`src/rtl/am_mod_pkg.sv`:
```
// Shared encodings and numeric bounds for the AM modulator.
package am_mod_pkg;
    typedef enum logic [1:0] {
        MODE_FC   = 2'b00,
        MODE_SC   = 2'b01,
        MODE_CAR  = 2'b10,
        MODE_MUTE = 2'b11
    } mode_e;

    function automatic int midscale(input int ow);
        return 1 << (ow - 1);
    endfunction

    function automatic int sat_max(input int cw);
        return (1 << (cw - 1)) - 1;
    endfunction

    function automatic int sat_min(input int cw);
        return -(1 << (cw - 1));
    endfunction
endpackage

```
`src/rtl/am_modulator_p_if.sv`:
```
// Sample/config/result bundle between the TX chain and the AM modulator.
interface am_modulator_p_if #(
    parameter int DW = 16,
    parameter int CW = 16,
    parameter int KW = 8,
    parameter int OW = 6
);
    logic signed [DW-1:0] data_in;
    logic                 data_stb;
    logic signed [CW-1:0] mod_sin;
    logic [1:0]           mode;
    logic [KW-1:0]        depth;
    logic                 sat_clr;
    logic [OW-1:0]        out;
    logic                 out_valid;
    logic                 sat_flag;

    modport master (
        output data_in, data_stb, mod_sin, mode, depth, sat_clr,
        input  out, out_valid, sat_flag
    );
    modport slave (
        input  data_in, data_stb, mod_sin, mode, depth, sat_clr,
        output out, out_valid, sat_flag
    );
endinterface

```
`src/rtl/am_sat_add.sv`:
```
// Combinational signed adder clamping to the W-bit two's complement range.
module am_sat_add
    import am_mod_pkg::*;
#(
    parameter int W = 16
) (
    input  logic signed [W-1:0] a_i,
    input  logic signed [W-1:0] b_i,
    output logic signed [W-1:0] sum_o,
    output logic                sat_hit_o
);
    localparam logic signed [W:0] HI = (W+1)'(sat_max(W));
    localparam logic signed [W:0] LO = (W+1)'(sat_min(W));

    logic signed [W:0] raw;

    always_comb begin
        raw       = (W+1)'(a_i) + (W+1)'(b_i);
        sum_o     = raw[W-1:0];
        sat_hit_o = 1'b0;
        if (raw > HI) begin
            sum_o     = HI[W-1:0];
            sat_hit_o = 1'b1;
        end else if (raw < LO) begin
            sum_o     = LO[W-1:0];
            sat_hit_o = 1'b1;
        end
    end
endmodule

```
`src/rtl/am_modulator_p.sv`:
```
// AM modulator: strobed baseband x carrier, depth-scaled, mode-selected,
// saturated and emitted as a top-truncated offset-binary DAC word.
module am_modulator_p
    import am_mod_pkg::*;
#(
    parameter int DW = 16,
    parameter int CW = 16,
    parameter int KW = 8,
    parameter int OW = 6
) (
    input logic             clk,
    input logic             rst_n,
    am_modulator_p_if.slave bus
);
    localparam logic [CW-1:0] MSB = {1'b1, {(CW-1){1'b0}}};

    logic signed [DW-1:0]    data_hold_q;
    mode_e                   mode_r_q, md1_q, md2_q, md3_q;
    logic [KW-1:0]           depth_r_q, dp1_q, dp2_q;
    logic signed [CW-1:0]    car1_q, car2_q, car3_q, r4_q, r4_d;
    logic signed [DW+CW-1:0] p1_q, p1_d;
    logic signed [CW:0]      sc2_q, sc2_d, dt3_q, dt3_d;
    logic signed [CW+KW+1:0] dprod;
    logic signed [CW-1:0]    car_half, add_a, add_b, add_sum;
    logic                    add_hit, hit4_q, hit4_d, sat_flag_q;
    logic [4:0]              vld_pipe_q;
    logic [OW-1:0]           out_q, out_d;

    am_sat_add #(.W(CW)) u_sat (
        .a_i      (add_a),
        .b_i      (add_b),
        .sum_o    (add_sum),
        .sat_hit_o(add_hit)
    );

    always_comb begin
        p1_d     = (DW+CW)'(data_hold_q) * (DW+CW)'(bus.mod_sin);
        sc2_d    = (CW+1)'(p1_q >>> (DW-1));
        dprod    = (CW+KW+2)'(sc2_q) * $signed((CW+KW+2)'(dp2_q));
        dt3_d    = (CW+1)'(dprod >>> KW);
        car_half = car3_q >>> 1;
        add_a    = (md3_q == MODE_FC) ? car_half : '0;
        // |dt3| never exceeds 2^(CW-1) because depth < 1.0, so CW bits hold it
        add_b    = CW'(dt3_q);
        r4_d     = '0;
        hit4_d   = 1'b0;
        case (md3_q)
            MODE_FC, MODE_SC: begin
                r4_d   = add_sum;
                hit4_d = add_hit;
            end
            MODE_CAR: r4_d = car_half;
            default:  r4_d = '0;
        endcase
        out_d = OW'((r4_q ^ MSB) >> (CW-OW));
    end

    always_ff @(posedge clk or negedge rst_n) begin
        if (!rst_n) begin
            data_hold_q <= '0;
            mode_r_q    <= MODE_MUTE;
            depth_r_q   <= '0;
            car1_q      <= '0;
            car2_q      <= '0;
            car3_q      <= '0;
            p1_q        <= '0;
            sc2_q       <= '0;
            dt3_q       <= '0;
            r4_q        <= '0;
            md1_q       <= MODE_FC;
            md2_q       <= MODE_FC;
            md3_q       <= MODE_FC;
            dp1_q       <= '0;
            dp2_q       <= '0;
            hit4_q      <= 1'b0;
            sat_flag_q  <= 1'b0;
            vld_pipe_q  <= '0;
            out_q       <= OW'(midscale(OW));
        end else begin
            if (bus.data_stb) begin
                data_hold_q <= bus.data_in;
                mode_r_q    <= mode_e'(bus.mode);
                depth_r_q   <= bus.depth;
            end
            car1_q     <= bus.mod_sin;
            p1_q       <= p1_d;
            md1_q      <= mode_r_q;
            dp1_q      <= depth_r_q;
            car2_q     <= car1_q;
            sc2_q      <= sc2_d;
            md2_q      <= md1_q;
            dp2_q      <= dp1_q;
            car3_q     <= car2_q;
            dt3_q      <= dt3_d;
            md3_q      <= md2_q;
            r4_q       <= r4_d;
            hit4_q     <= hit4_d;
            out_q      <= out_d;
            // a fresh hit beats a concurrent clear
            sat_flag_q <= hit4_q | (sat_flag_q & ~bus.sat_clr);
            vld_pipe_q <= {vld_pipe_q[3:0], 1'b1};
        end
    end

    assign bus.out       = out_q;
    assign bus.out_valid = vld_pipe_q[4];
    assign bus.sat_flag  = sat_flag_q;
endmodule

```
`src/flat_wrapper.sv`:
```
// flat-port wrapper written by rule: the top's interface ports become plain ports
module am_modulator_p_flat import am_mod_pkg::*;
#(
    parameter int DW = 16,
    parameter int CW = 16,
    parameter int KW = 8,
    parameter int OW = 6
)
  (clk, rst_n, bus_data_in, bus_data_stb, bus_mod_sin, bus_mode, bus_depth, bus_sat_clr, bus_out, bus_out_valid, bus_sat_flag);
  am_modulator_p_if #(.DW(DW), .CW(CW), .KW(KW), .OW(OW)) bus_i ();
  input logic clk;
  input logic rst_n;
  input wire logic [$bits(bus_i.data_in)-1:0] bus_data_in;
  input wire logic [$bits(bus_i.data_stb)-1:0] bus_data_stb;
  input wire logic [$bits(bus_i.mod_sin)-1:0] bus_mod_sin;
  input wire logic [$bits(bus_i.mode)-1:0] bus_mode;
  input wire logic [$bits(bus_i.depth)-1:0] bus_depth;
  input wire logic [$bits(bus_i.sat_clr)-1:0] bus_sat_clr;
  output wire logic [$bits(bus_i.out)-1:0] bus_out;
  output wire logic [$bits(bus_i.out_valid)-1:0] bus_out_valid;
  output wire logic [$bits(bus_i.sat_flag)-1:0] bus_sat_flag;
  assign bus_i.data_in = bus_data_in;
  assign bus_i.data_stb = bus_data_stb;
  assign bus_i.mod_sin = bus_mod_sin;
  assign bus_i.mode = bus_mode;
  assign bus_i.depth = bus_depth;
  assign bus_i.sat_clr = bus_sat_clr;
  assign bus_out = bus_i.out;
  assign bus_out_valid = bus_i.out_valid;
  assign bus_sat_flag = bus_i.sat_flag;
  am_modulator_p #(.DW(DW), .CW(CW), .KW(KW), .OW(OW)) u_core (.clk(clk), .rst_n(rst_n), .bus(bus_i));
endmodule
```
`config.mk`:
```
export PLATFORM = sky130hd
export DESIGN_NAME = am_modulator_p_flat
export DESIGN_NICKNAME = d
export VERILOG_FILES = /design/src/rtl/am_mod_pkg.sv /design/src/rtl/am_modulator_p_if.sv /design/src/rtl/am_sat_add.sv /design/src/rtl/am_modulator_p.sv /design/src/flat_wrapper.sv
export SDC_FILE = /design/constraint.sdc
export NUM_CORES = 1
export LEC_CHECK = 0
export BUFFER_PORTS_ARGS = -buffer_cell sky130_fd_sc_hd__buf_2
export CAP_MARGIN = 10
export CORE_ASPECT_RATIO = 1.2
export CORE_UTILIZATION = 55
export CTS_BUF_LIST = sky130_fd_sc_hd__clkbuf_8
export DETAILED_ROUTE_END_ITERATION = 8
export MAX_ROUTING_LAYER = met4
export PLACE_DENSITY = 0.72
export SYNTH_ARGS = -nofsm -noshare
export SYNTH_HDL_FRONTEND = slang
export SYNTH_SLANG_ARGS = --single-unit
export TNS_END_PERCENT = 10
```
`constraint.sdc`:
```
create_clock -name clk -period 11.5 [get_ports clk]
set_input_delay 2.3 -clock clk [delete_from_list [all_inputs] [get_ports clk]]
set_output_delay 2.3 -clock clk [all_outputs]
set_load 0.005 [all_outputs]
```
# After elaboration in Yosys (flattened, before gate mapping)
# Cells that the tools add are included.
# word_totals
out_inout_bits	8
input_bits	46
regBits	190
elab_cells	39
# op_classes
n_addsub	1
eq_ne	2
n_lt_le_gt_ge	2
n_reduce_logical	2
mux	7
n_bitwise	4
n_mul	2
# ops
cell	n
$mux W16	3
$mul A16 B16 Y32	1
$pmux W16 S2	1
$mul A17 B9 Y24	1
$add A16 B16 Y17	1
$gt A17 B16 Y1 const B	1
$lt A17 B16 Y1 const B	1
$mux W1	3
$eq A2 B1 Y1 const B	1
$eq A2 B2 Y1 const B	1
$logic_not A2 Y1	1
$not A1 Y1	2
$reduce_or A2 Y1	1
$and A1 B1 Y1	1
$or A1 B1 Y1	1

# Depth between registers and ports, before layout
# Gate-level depths: netlist (run 1).
# logic_depth
depth_word	7
depth_mapped	23

# By module
# A second synthesis (run 1) with hierarchy kept.
# unflattened
hier_cells	1851
area_unflattened_um2	19200.9
# modules_own_cells
mod	area_each_um2	cells_per_inst	n_inst	seq_area_each_um2
am_modulator_p	18191.2	1726	1	4057.6
am_sat_add	1009.7	125	1	0.0

# Worst setup path after synthesis (run 1)
# No wires, ideal clock.
# synth_timing
kind	input port to flip-flop
start	input port bus_mod_sin[1]
end	register u_core.p1_q[31]
setup_time_ns	0.132
required_ns	11.368
n_path_buf	1
arrival_ns	7.663
cell_stages	20
path_slack_ns	3.705
cell_sequence	clkbuf_1 > nand2_1 > inv_1 > fa_1 > fa_1 > fa_1 > fa_1 > fa_1 > inv_1 > fa_1 > inv_1 > ha_1 > a21o_1 > a21o_1 > a21oi_1 > o21ai_1 > nor4_2 > a21oi_1 > o2111ai_1 > or3b_1
# synth_via
elab_chain_len	1
# synth_rtl
element	line	source
start: declaration	flat_wrapper.sv:15	input wire logic [$bits(bus_i.mod_sin)-1:0] bus_mod_sin;
$mul A16 B16 Y32	am_modulator_p.sv:37	p1_d = (DW+CW)'(data_hold_q) * (DW+CW)'(bus.mod_sin);
net u_core.p1_d[31]	am_modulator_p.sv:21	logic signed [DW+CW-1:0] p1_q, p1_d;
end signal: assignment	am_modulator_p.sv:86	p1_q <= p1_d;
end: declaration	am_modulator_p.sv:21	
# The timed path passes the listed nets, and every way through them passes these cells.
# A chain may end at the register's enable or synchronous reset.

# Worst setup path after layout (run 1)
# Same ends and word-level chain as after synthesis.

==> results by group, run 1 <==
Clocking
  – Cts hold-fix bufs: 0
  – Clock Path Buffers: 2
  – Max H-tree Level: 4
  – Clk root buf: clkbuf_8
  – CTS Buf Count: 17
  – CTS clock-pin slew for the worst setup and hold paths: 0.09 ns
  – CTS tree: done
  – Clock latency on the worst-skew pair: 0.49 ns
  – Post-CTS Setup Inserts: 0
  – Cts repair resizes: 0
  – # clock sinks: 162

Worst setup path
  – Crit Path Class: in -> reg
  – CP max stage delay: 0.78 ns
  – CP max FO: 16
  – Cell with the largest stage delay on the worst path: fa_1
  – CP required: 11.86 ns
  – FF-to-FF setup slack: 5.08 ns
  – R2R Path End: u_core.p1_q[31]$_DFF_PN0_
  – Critical Path AT: about 8 ns
  – Kind of end point of the critical path: register
  – Reg-to-reg startpoint: u_core.data_hold_q[15]$_DFFE_PN0P_
  – Most common cell on crit path: fa_1
  – Startpoint Class: primary input
  – Crit path cell chain: buf_2 > nand2_1 > inv_1 > fa_1 > fa_1 > fa_1 > fa_1 > fa_1 > inv_1 > fa_1 > inv_1 > ha_1 > a21o_1 > a21o_1 > a21oi_1 > o21ai_1 > nor4_2 > a21oi_1 > o2111ai_1 > or3b_1
  – Depth of the most critical reg-to-reg path: 19

Logic synthesis
  – Cells after Synth: roughly 1800
  – Async SR Flop Fraction: 100%
  – Average cell area after synthesis: 10.3 um2
  – Post-synth EDFFs: 0
  – Fraction of the yosys area taken by sequential cells: 21.4%
  – Synth unique cells: 62
  – Largest cells by area after synthesis: fa_1 39%, dfrtp_1 21%, ha_1 9.1%
  – Mapped Nets: 2377
  – Area leader, netlist: fa_1
  – Top-area cell type share of the netlist area: between 30% and 40%
  – Yosys warning count: 0
  – Synthesized area: 18900 um2
  – Dominant synthesized flop cell: dfrtp_1
  – Synth Register Bits: 162

Detailed routing
  – Initial DRT Pass Iterations: 5
  – WL/cell: 16.4 um
  – Final ANT Viol Nets: 0
  – Final WL: 38100 um
  – Starting DRT DRC Count: 677
  – Via/cell ratio: 5.19
  – Met3 WL post-DR: 1280 um
  – Drt drc: 0
  – Metal2 WL: 20800 um
  – Vias: 12100
  – M1 wire length: 15000 um
  – Uppermost layer routed: met4

Floorplan
  – Core Region: ~34000 um2
  – Die area: between 30000 and 40000 um2
  – Ports: 54
  – Initial Utilization: 55.7%
  – Std-Cell Rows: 74
  – Die W: 171 um
  – Chip Height: slightly above 200 um

GRT
  – Vias in the first global route: 13500
  – GRT Total Usage: ~25%
  – Pin count of the biggest net entering global routing: 90
  – Total congestion overflow: 0
  – First-pass GRT wire length: 64900 um
  – Initial antenna violation count: 0

Cells and area
  – Area Growth Syn to Fin: 5.78%
  – Antenna diodes: 0
  – Leading cell type in the layout, fill and taps excluded: inv_1
  – Commonest cells after routing, fill and taps aside: 427 x inv_1, 364 x fa_1, 215 x and2_1
  – Share of post-route cells with drive strength above 1: 6.96%
  – Nets: 2402
  – Fillers: between 2000 and 3000
  – Register area: 4060 um2
  – Area of the multi-input gates: 13100 um2

STA
  – Final Hold Viols: 0
  – Skew final: 0.0273 ns
  – Tcrit/Tclk final: 67.6%
  – Setup TNS: 0 ns
  – RSZ-0062 raised after global routing: no
  – Max-slew headroom: 38.9%
  – Setup violations, final: 0
  – Actual transition at the worst max-transition pin: 0.917 ns
  – Pins over their slew limit: 0
  – Max Clk Rate: 129 MHz
  – Final Critical Period: 7.78 ns

Place
  – Routability cong.: 0.894
  – Placed wire-length estimate: 30200 um
  – PortBufs: 53

Hold path
  – Worst Hold Class: reg -> reg
  – Hold_sp: u_core.car1_q[5]$_DFF_PN0_
  – Hold Crit Depth: 0
  – Worst Hold Path EP: u_core.car2_q[5]$_DFF_PN0_

Outcome
  – Outcome: finished, final reports clean

Job
  – Max-cap violation count: 0
[cells in the mapped netlist, drive strengths merged, types with 6 or more instances]
cell,n
nand2,199
o21a,6
fa,364
and2,215
inv,426
o21ai,25
xnor2,35
clkbuf,45
nand2b,11
a21oi,30
nand3,6
nor3,11
xor2,16
nor2b,7
dfrtp,159
nor2,34
mux2,26
ha,138
[worst max-delay path, delay by kind of cell]
family / cells / cell delay (ns)
buffers and inverters: 4 / 0.41
adder cells (fa/ha/maj): 7 / 3.62
AND/OR/NAND/NOR: 3 / 0.76
AO/OA/AOI/OAI: 6 / 1.05
[area by class of cell]
cell class | count | area share, %
multi-input combinational | 1193 | 65.4
sequential | 162 | 20.3
inverter | 426 | 7.99
tap | 456 | 2.85
timing repair buffer | 54 | 1.39
clock buffer | 20 | 1.38
clock inverter | 12 | 0.763
[state kept, by name, summed over array words and instances, names as in the netlist, 15 cells and up]
name                cells
u_core.car1_q          15
u_core.p1_q            17
u_core.car3_q          15
u_core.dt3_q           16
u_core.sc2_q           17
u_core.car2_q          15
u_core.data_hold_q     16
[how the worst max path moves through the flow]
stage	to	depth (start not counted)	start	slack [ns]
after floorplan	u_core.p1_q[31]$_DFF_PN0_	20	bus_mod_sin[1]	3.71
after global placement	u_core.p1_q[31]$_DFF_PN0_	20	bus_mod_sin[1]	3.37
after detailed placement	u_core.p1_q[31]$_DFF_PN0_	20	bus_mod_sin[1]	3.19
after CTS	u_core.p1_q[31]$_DFF_PN0_	20	bus_mod_sin[1]	3.70
after global routing	u_core.p1_q[31]$_DFF_PN0_	20	bus_mod_sin[1]	3.40
final	u_core.p1_q[31]$_DFF_PN0_	20	bus_mod_sin[1]	3.72
[cell families (layout without fill, tap and decap cells)]
family / count (synthesis) / in the layout / share of synthesized area [%]
AOI/OAI and AO/OA: 97 / 97 / 3.36
xor gates and xnor gates: 51 / 51 / 2.40
adders and majority gates: 506 / 506 / 47.9
buffers and inverters: 474 / 512 / 9.42
DFF: 162 / 162 / 21.4
muxes: 26 / 26 / 1.55
other: 1 / 1 / 0.0198
and+or+nand+nor: 512 / 512 / 13.9
[per-layer routing]
| layer | vias up | global-route usage (%) |
|---|---|---|
| li1 | 5456 | - |
| met1 | 6289 | 29.0 |
| met2 | 237 | 43.9 |
| met3 | 73 | 3.04 |
| met4 | 0 | 10.1 |
| met5 | - | - |
[per-stage QoR]
step	hold WS, ns	cells	worst slack, ns	utilization [%]	cell area, um2
finish	0.344	2323	3.72	58.9	20000
global route	0.351	2323	3.40	58.9	20000
CTS	0.346	2323	3.70	58.9	20000
detailed placement	0.335	2291	3.19	57.6	19600
global placement	0.332	2291	3.37	57.6	19600
floorplan	0.331	1829	3.71	-	18900
Power of run 1 is left out: the tool's default activity adds up to more than one toggle a clock period on the data nets, which glitch-free logic cannot reach.
==> inputs of run 2 (changes only) <==
==> constraint.sdc (replaced) <==
create_clock -name clk -period 7.3 [get_ports clk]
set_input_delay 1.46 -clock clk [delete_from_list [all_inputs] [get_ports clk]]
set_output_delay 1.46 -clock clk [all_outputs]
set_load 0.005 [all_outputs]
==> results by group, run 2 (synthesis results as in run 1) <==
Detailed routing
  – Via/cell ratio: 5.20
  – Vias: 12200
  – Drt drc: 0
  – Final ANT Viol Nets: 0
  – Starting DRT DRC Count: 628
  – WL/cell: ~16 um
  – Initial DRT Pass Iterations: 5
  – Final WL: 38200 um

Floorplan
  – Chip Height: 205 um
  – Std-Cell Rows: 74
  – Initial Utilization: a little under three fifths
  – Ports: 54
  – Die W: 171 um
  – Die area: around 35000 um2
  – Core Region: 34000 um2

Cells and area
  – Area Growth Syn to Fin: 6.19%
  – Share of post-route cells with drive strength above 1: 7.80%
  – Nets: around 2400
  – Antenna diodes: 0
  – Leading cell type in the layout, fill and taps excluded: inv_1
  – Largest regs: u_core.p1_q x17, u_core.sc2_q x17
  – Fillers: between 2000 and 3000
  – Commonest cells after routing, fill and taps aside: 427 x inv_1, 364 x fa_1, 215 x and2_1

Clocking
  – Cts hold-fix bufs: 0
  – CTS tree: done
  – Cts repair resizes: 0
  – Clock Path Buffers: 2
  – Max H-tree Level: 4
  – Clk root buf: clkbuf_8
  – Clock latency on the worst-skew pair: ~0.5 ns
  – CTS clock-pin slew for the worst setup and hold paths: 0.10 ns
  – Post-CTS Setup Inserts: 0
  – # clock sinks: around 160
  – CTS Buf Count: 17

STA
  – Skew final: 0.0332 ns
  – RSZ-0062 raised after global routing: no
  – Pins over their slew limit: 0
  – Setup TNS: 0 ns
  – Tcrit/Tclk final: between 90% and 100%
  – Final Hold Viols: 0
  – Setup violations, final: 0
  – Actual transition at the worst max-transition pin: 1.01 ns
  – Final Critical Period: 6.75 ns
  – Max-slew headroom: 32.5%
  – Max Clk Rate: about 150 MHz

Worst setup path
  – CP required: 7.66 ns
  – Stages on the worst setup path: 20
  – R2R Path End: u_core.p1_q[31]$_DFF_PN0_
  – Reg-to-reg startpoint: u_core.data_hold_q[13]$_DFFE_PN0P_
  – CP endpoint: u_core.p1_q[31]$_DFF_PN0_
  – Crit path cell chain: buf_2 > nand2_1 > inv_1 > fa_1 > fa_1 > fa_1 > fa_1 > fa_1 > inv_1 > fa_1 > inv_1 > ha_1 > a21o_1 > a21o_1 > a21oi_1 > o21ai_1 > nor4_2 > a21oi_1 > o2111ai_1 > or3b_1
  – Startpoint Class: primary input
  – Kind of end point of the critical path: register
  – Cell with the largest stage delay on the worst path: fa_1
  – Worst Setup SP: bus_mod_sin[1]
  – CP max FO: 8
  – FF-to-FF setup slack: 0.89 ns
  – CP delay by family, top: adder cells
  – Depth of the most critical reg-to-reg path: 19
  – Crit Path Class: in -> reg
  – CP max stage delay: 0.76 ns
  – Most common cell on crit path: fa_1
  – Worst path bufs/invs: 4
  – Critical Path AT: 7.11 ns

GRT
  – Pin count of the biggest net entering global routing: 116
  – Initial antenna violation count: 0
  – Total congestion overflow: 0
  – GRT Total Usage: about a quarter
  – Vias in the first global route: about 13000
  – First-pass GRT wire length: 65800 um

Outcome
  – Outcome: finished, final reports clean

Place
  – PortBufs: 53
  – Routability cong.: 0.881
  – Placed wire-length estimate: about 30000 um

Hold path
  – Hold_sp: u_core.dp1_q[7]$_DFF_PN0_
  – Worst Hold Class: reg -> reg

Job
  – Max-cap violation count: 0
[run 2: cell types whose count changed in the layout (fill, tap and decap cells not counted)]
cell and delta:
inv_8 +1, inv_6 +2, clkbuf_8 -2, clkinv_4 +1
bufinv_16 -2, buf_4 +17
[run 2: worst reg2reg max path, cell delays in order, from the launching register on]
cell and delay, ns:
dfrtp_1 0.84, nand2_1 0.20, fa_1 0.59, fa_1 0.52, fa_1 0.52, inv_1 0.05, fa_1 0.49, fa_1 0.49
inv_1 0.05, fa_1 0.47, inv_1 0.04, ha_1 0.31, a21oi_1 0.14, a2bb2oi_1 0.18, a21oi_1 0.09, a211o_1 0.31
o21ai_2 0.26, a21oi_1 0.15, o2111ai_1 0.21, or3b_1 0.36
[run 2: worst min path at each step]
stage	endpoint	slack, ns	depth (start not counted)
finish	u_core.dp2_q[7]$_DFF_PN0_	0.34	0
global route	u_core.dp2_q[7]$_DFF_PN0_	0.35	0
CTS	u_core.dp2_q[7]$_DFF_PN0_	0.34	0
detailed placement	u_core.bus.out[1]$_DFF_PN0_	0.33	0
global placement	u_core.vld_pipe_q[4]$_DFF_PN0_	0.33	0
floorplan	u_core.bus.out[0]$_DFF_PN0_	0.33	0
[run 2: cell type report]
| cell class | instances | area (um2) | share of cell area (%) |
|---|---|---|---|
| repair buffers | 71 | 407 | 2.02 |
| flip-flops and latches | 162 | 4060 | 20.2 |
| multi-input cells | 1193 | 13100 | 65.1 |
| clock inverters | 14 | 130 | 0.648 |
| clock buffers | 18 | 248 | 1.23 |
| well taps | 456 | 571 | 2.84 |
| inverters | 426 | 1600 | 7.96 |
[run 2: layer usage]
layer / global-route usage (%) / wire [um] / share of wire [%]
met2: 44.3 / 20600 / 54
met3: 2.73 / 1300 / 3.4
met1: 30.0 / 15100 / 40
met5: - / 0 / 0
met4: 9.50 / 1190 / 3.1
[run 2: metrics by stage]
| stage | setup slack [ns] | area (um2) | instances | util [%] | hold WS [ns] |
|---|---|---|---|---|---|
| after floorplan | 0.345 | 18900 | 1829 | - | 0.331 |
| after global placement | 0.133 | 19700 | 2308 | 58.0 | 0.333 |
| after detailed placement | 0.0569 | 19700 | 2308 | 58.0 | 0.335 |
| after CTS | 0.565 | 20100 | 2340 | 59.1 | 0.343 |
| after global routing | 0.248 | 20100 | 2340 | 59.1 | 0.352 |
| final | 0.545 | 20100 | 2340 | 59.1 | 0.340 |
Power of run 2 is left out for the same reason.
==> inputs of run 3 (changes only) <==
--- a/config.mk
+++ b/config.mk
@@ -5,6 +5,7 @@
 export SDC_FILE = /design/constraint.sdc
 export NUM_CORES = 1
 export LEC_CHECK = 0
+export ABC_CLOCK_PERIOD_IN_PS = 5900
 export BUFFER_PORTS_ARGS = -buffer_cell sky130_fd_sc_hd__buf_2
 export CAP_MARGIN = 10
 export CORE_ASPECT_RATIO = 1.2
@@ -12,7 +13,7 @@
 export CTS_BUF_LIST = sky130_fd_sc_hd__clkbuf_8
 export DETAILED_ROUTE_END_ITERATION = 8
 export MAX_ROUTING_LAYER = met4
-export PLACE_DENSITY = 0.72
+export PLACE_DENSITY = 0.75
 export SYNTH_ARGS = -nofsm -noshare
 export SYNTH_HDL_FRONTEND = slang
 export SYNTH_SLANG_ARGS = --single-unit
==> constraint.sdc (replaced) <==
create_clock -name clk -period 5.9 [get_ports clk]
set_input_delay 0.885 -clock clk [delete_from_list [all_inputs] [get_ports clk]]
set_output_delay 0.885 -clock clk [all_outputs]
set_load 0.005 [all_outputs]
==> results by group, run 3 (synthesis results as in run 1) <==
Clocking
  – Max H-tree Level: 4
  – CTS clock-pin slew for the worst setup and hold paths: 0.09 ns
  – CTS tree: done
  – Clock latency on the worst-skew pair: 0.50 ns
  – Clock Path Buffers: 2
  – CTS Buf Count: 17
  – Clk root buf: clkbuf_8
  – Cts hold-fix bufs: 0
  – # clock sinks: around 160

STA
  – Final Hold Viols: 0
  – Final Critical Period: 5.96 ns
  – Pins over their slew limit: 0
  – Max-slew headroom: 44.7%
  – Skew final: 0.0222 ns
  – RSZ-0062 raised after global routing: yes
  – Max Clk Rate: 168 MHz
  – Tcrit/Tclk final: 101%
  – Actual transition at the worst max-transition pin: 0.830 ns
  – Final Worst Setup Slack: -0.0582 ns
  – Setup violations, final: 1
  – Hold slack: between 0.3 and 0.4 ns

Floorplan
  – Chip Height: 205 um
  – Die area: roughly 35000 um2
  – Ports: 54
  – Die W: ~170 um
  – Core Region: between 30000 and 40000 um2
  – Initial Utilization: 55.7%
  – Std-Cell Rows: 74

Worst setup path
  – Depth of the most critical reg-to-reg path: 21
  – Startpoint Class: primary input
  – Most common cell on crit path: fa_1
  – Reg-to-reg startpoint: u_core.data_hold_q[9]$_DFFE_PN0P_
  – CP max stage delay: roughly 0.57 ns
  – FF-to-FF setup slack: -0.03 ns
  – Kind of end point of the critical path: register
  – Cell with the largest stage delay on the worst path: fa_1
  – CP required: 6.27 ns
  – R2R Path End: u_core.p1_q[31]$_DFF_PN0_
  – Crit Path Class: in -> reg
  – Crit path cell chain: buf_2 > buf_6 > and2_4 > fa_1 > inv_2 > fa_1 > fa_1 > inv_1 > fa_1 > fa_1 > inv_2 > fa_1 > inv_2 > ha_4 > nand2_4 > a2bb2oi_2 > a21oi_2 > a211o_1 > o21ai_4 > a21oi_2 > o2111ai_1 > or3b_1
  – CP max FO: 8
  – Critical Path AT: between 6 and 7 ns

GRT
  – Vias in the first global route: between 10000 and 15000
  – Total congestion overflow: 0
  – First-pass GRT wire length: 67600 um
  – Pin count of the biggest net entering global routing: 80
  – GRT Total Usage: 26.0%
  – Initial antenna violation count: 0

Detailed routing
  – Initial DRT Pass Iterations: 5
  – Final WL: 40300 um
  – Uppermost layer routed: met4
  – Metal2 WL: 22100 um
  – Drt drc: 0
  – WL/cell: 16.3 um
  – Met3 WL post-DR: 1190 um
  – M1 wire length: 15300 um
  – Vias: around 13000
  – Final ANT Viol Nets: 0
  – Starting DRT DRC Count: 545
  – Via/cell ratio: 5.15

Cells and area
  – Leading cell type in the layout, fill and taps excluded: inv_1
  – Commonest cells after routing, fill and taps aside: 420 x inv_1, 357 x fa_1, 210 x and2_1
  – Nets: between 2000 and 3000
  – Area Growth Syn to Fin: 12.9%
  – Share of post-route cells with drive strength above 1: 16.6%
  – Antenna diodes: 0
  – Largest regs: u_core.p1_q x17, u_core.sc2_q x17

Job
  – Max-cap violation count: 0

Place
  – PortBufs: 53
  – Placed wire-length estimate: ~33000 um
  – Routability cong.: a little over 0.9

Hold path
  – Worst Hold Class: reg -> reg
  – Hold_sp: u_core.car1_q[7]$_DFF_PN0_
  – Worst Hold Path EP: u_core.car2_q[7]$_DFF_PN0_
  – Hold Crit Depth: 0

Outcome
  – Outcome: complete, but fails checks
  – Failing checks: negative setup slack
-- run 3: cell types whose count changed in the layout (fill, tap and decap cells not counted), sizes merged --
cell,previous run,this run
buf,71,198
inv,432,434
clkbuf,18,21
clkinvlp,3,2
-- run 3: critical path, delay by kind of cell --
family                     cells  cell delay [ns]
adders and majority gates      7             3.33
and+or+nand+nor                3             0.56
AOI/OAI and AO/OA              6             1.06
buffers and inverters          6             0.46
-- run 3: worst max-delay path by stage --
| stage | from | to | slack (ns) | cells past startpoint |
|---|---|---|---|---|
| after floorplan | bus_mod_sin[14] | u_core.p1_q[31]$_DFF_PN0_ | -0.17 | 19 |
| after global placement | bus_mod_sin[1] | u_core.p1_q[31]$_DFF_PN0_ | -0.56 | 20 |
| after detailed placement | bus_mod_sin[1] | u_core.p1_q[31]$_DFF_PN0_ | -0.65 | 20 |
| after CTS | u_core.data_hold_q[6]$_DFFE_PN0P_ | u_core.p1_q[31]$_DFF_PN0_ | -0.03 | 23 |
| after global routing | u_core.data_hold_q[9]$_DFFE_PN0P_ | u_core.p1_q[31]$_DFF_PN0_ | -0.24 | 21 |
| final | bus_mod_sin[6] | u_core.p1_q[31]$_DFF_PN0_ | -0.06 | 22 |
-- run 3: per-layer routing --
metal | up-vias | GRT usage (%)
li1 | 5755 | -
met1 | 6599 | 29.0
met2 | 269 | 46.3
met3 | 111 | 3.19
met4 | 0 | 12.0
met5 | - | -
-- run 3: layout make-up --
cell class              instances  area (um2)
clock buffers                  17         234
clock inverters                15         149
fillers                      2707       12600
inverters                     426        1600
multi-input cells            1193       13300
flip-flops and latches        162        4080
well taps                     456         571
repair buffers                202        1450
-- run 3: what timing repair did --
action | CTS | global route
pin swaps | 16 | 24
gates resized for setup | 25 | 30
hold endpoints to repair | 0 | 0
setup buffers | 14 | 10
setup endpoints to repair | 8 | 13
-- run 3: per-stage QoR --
stage	area (um2)	TNS (ns)	setup slack (ns)	cells	util, %
5_1_grt	21400	-1.04	-0.235	2471	62.9
4_1_cts	21200	-0.0304	-0.0304	2461	62.4
2_1_floorplan	19100	-0.261	-0.173	1829	-
3_5_place_dp	20600	-5.56	-0.654	2415	60.7
3_3_place_gp	20600	-4.41	-0.564	2415	60.7
6_report	21400	-0.0582	-0.0582	2471	62.9
Power of run 3 is left out for the same reason.
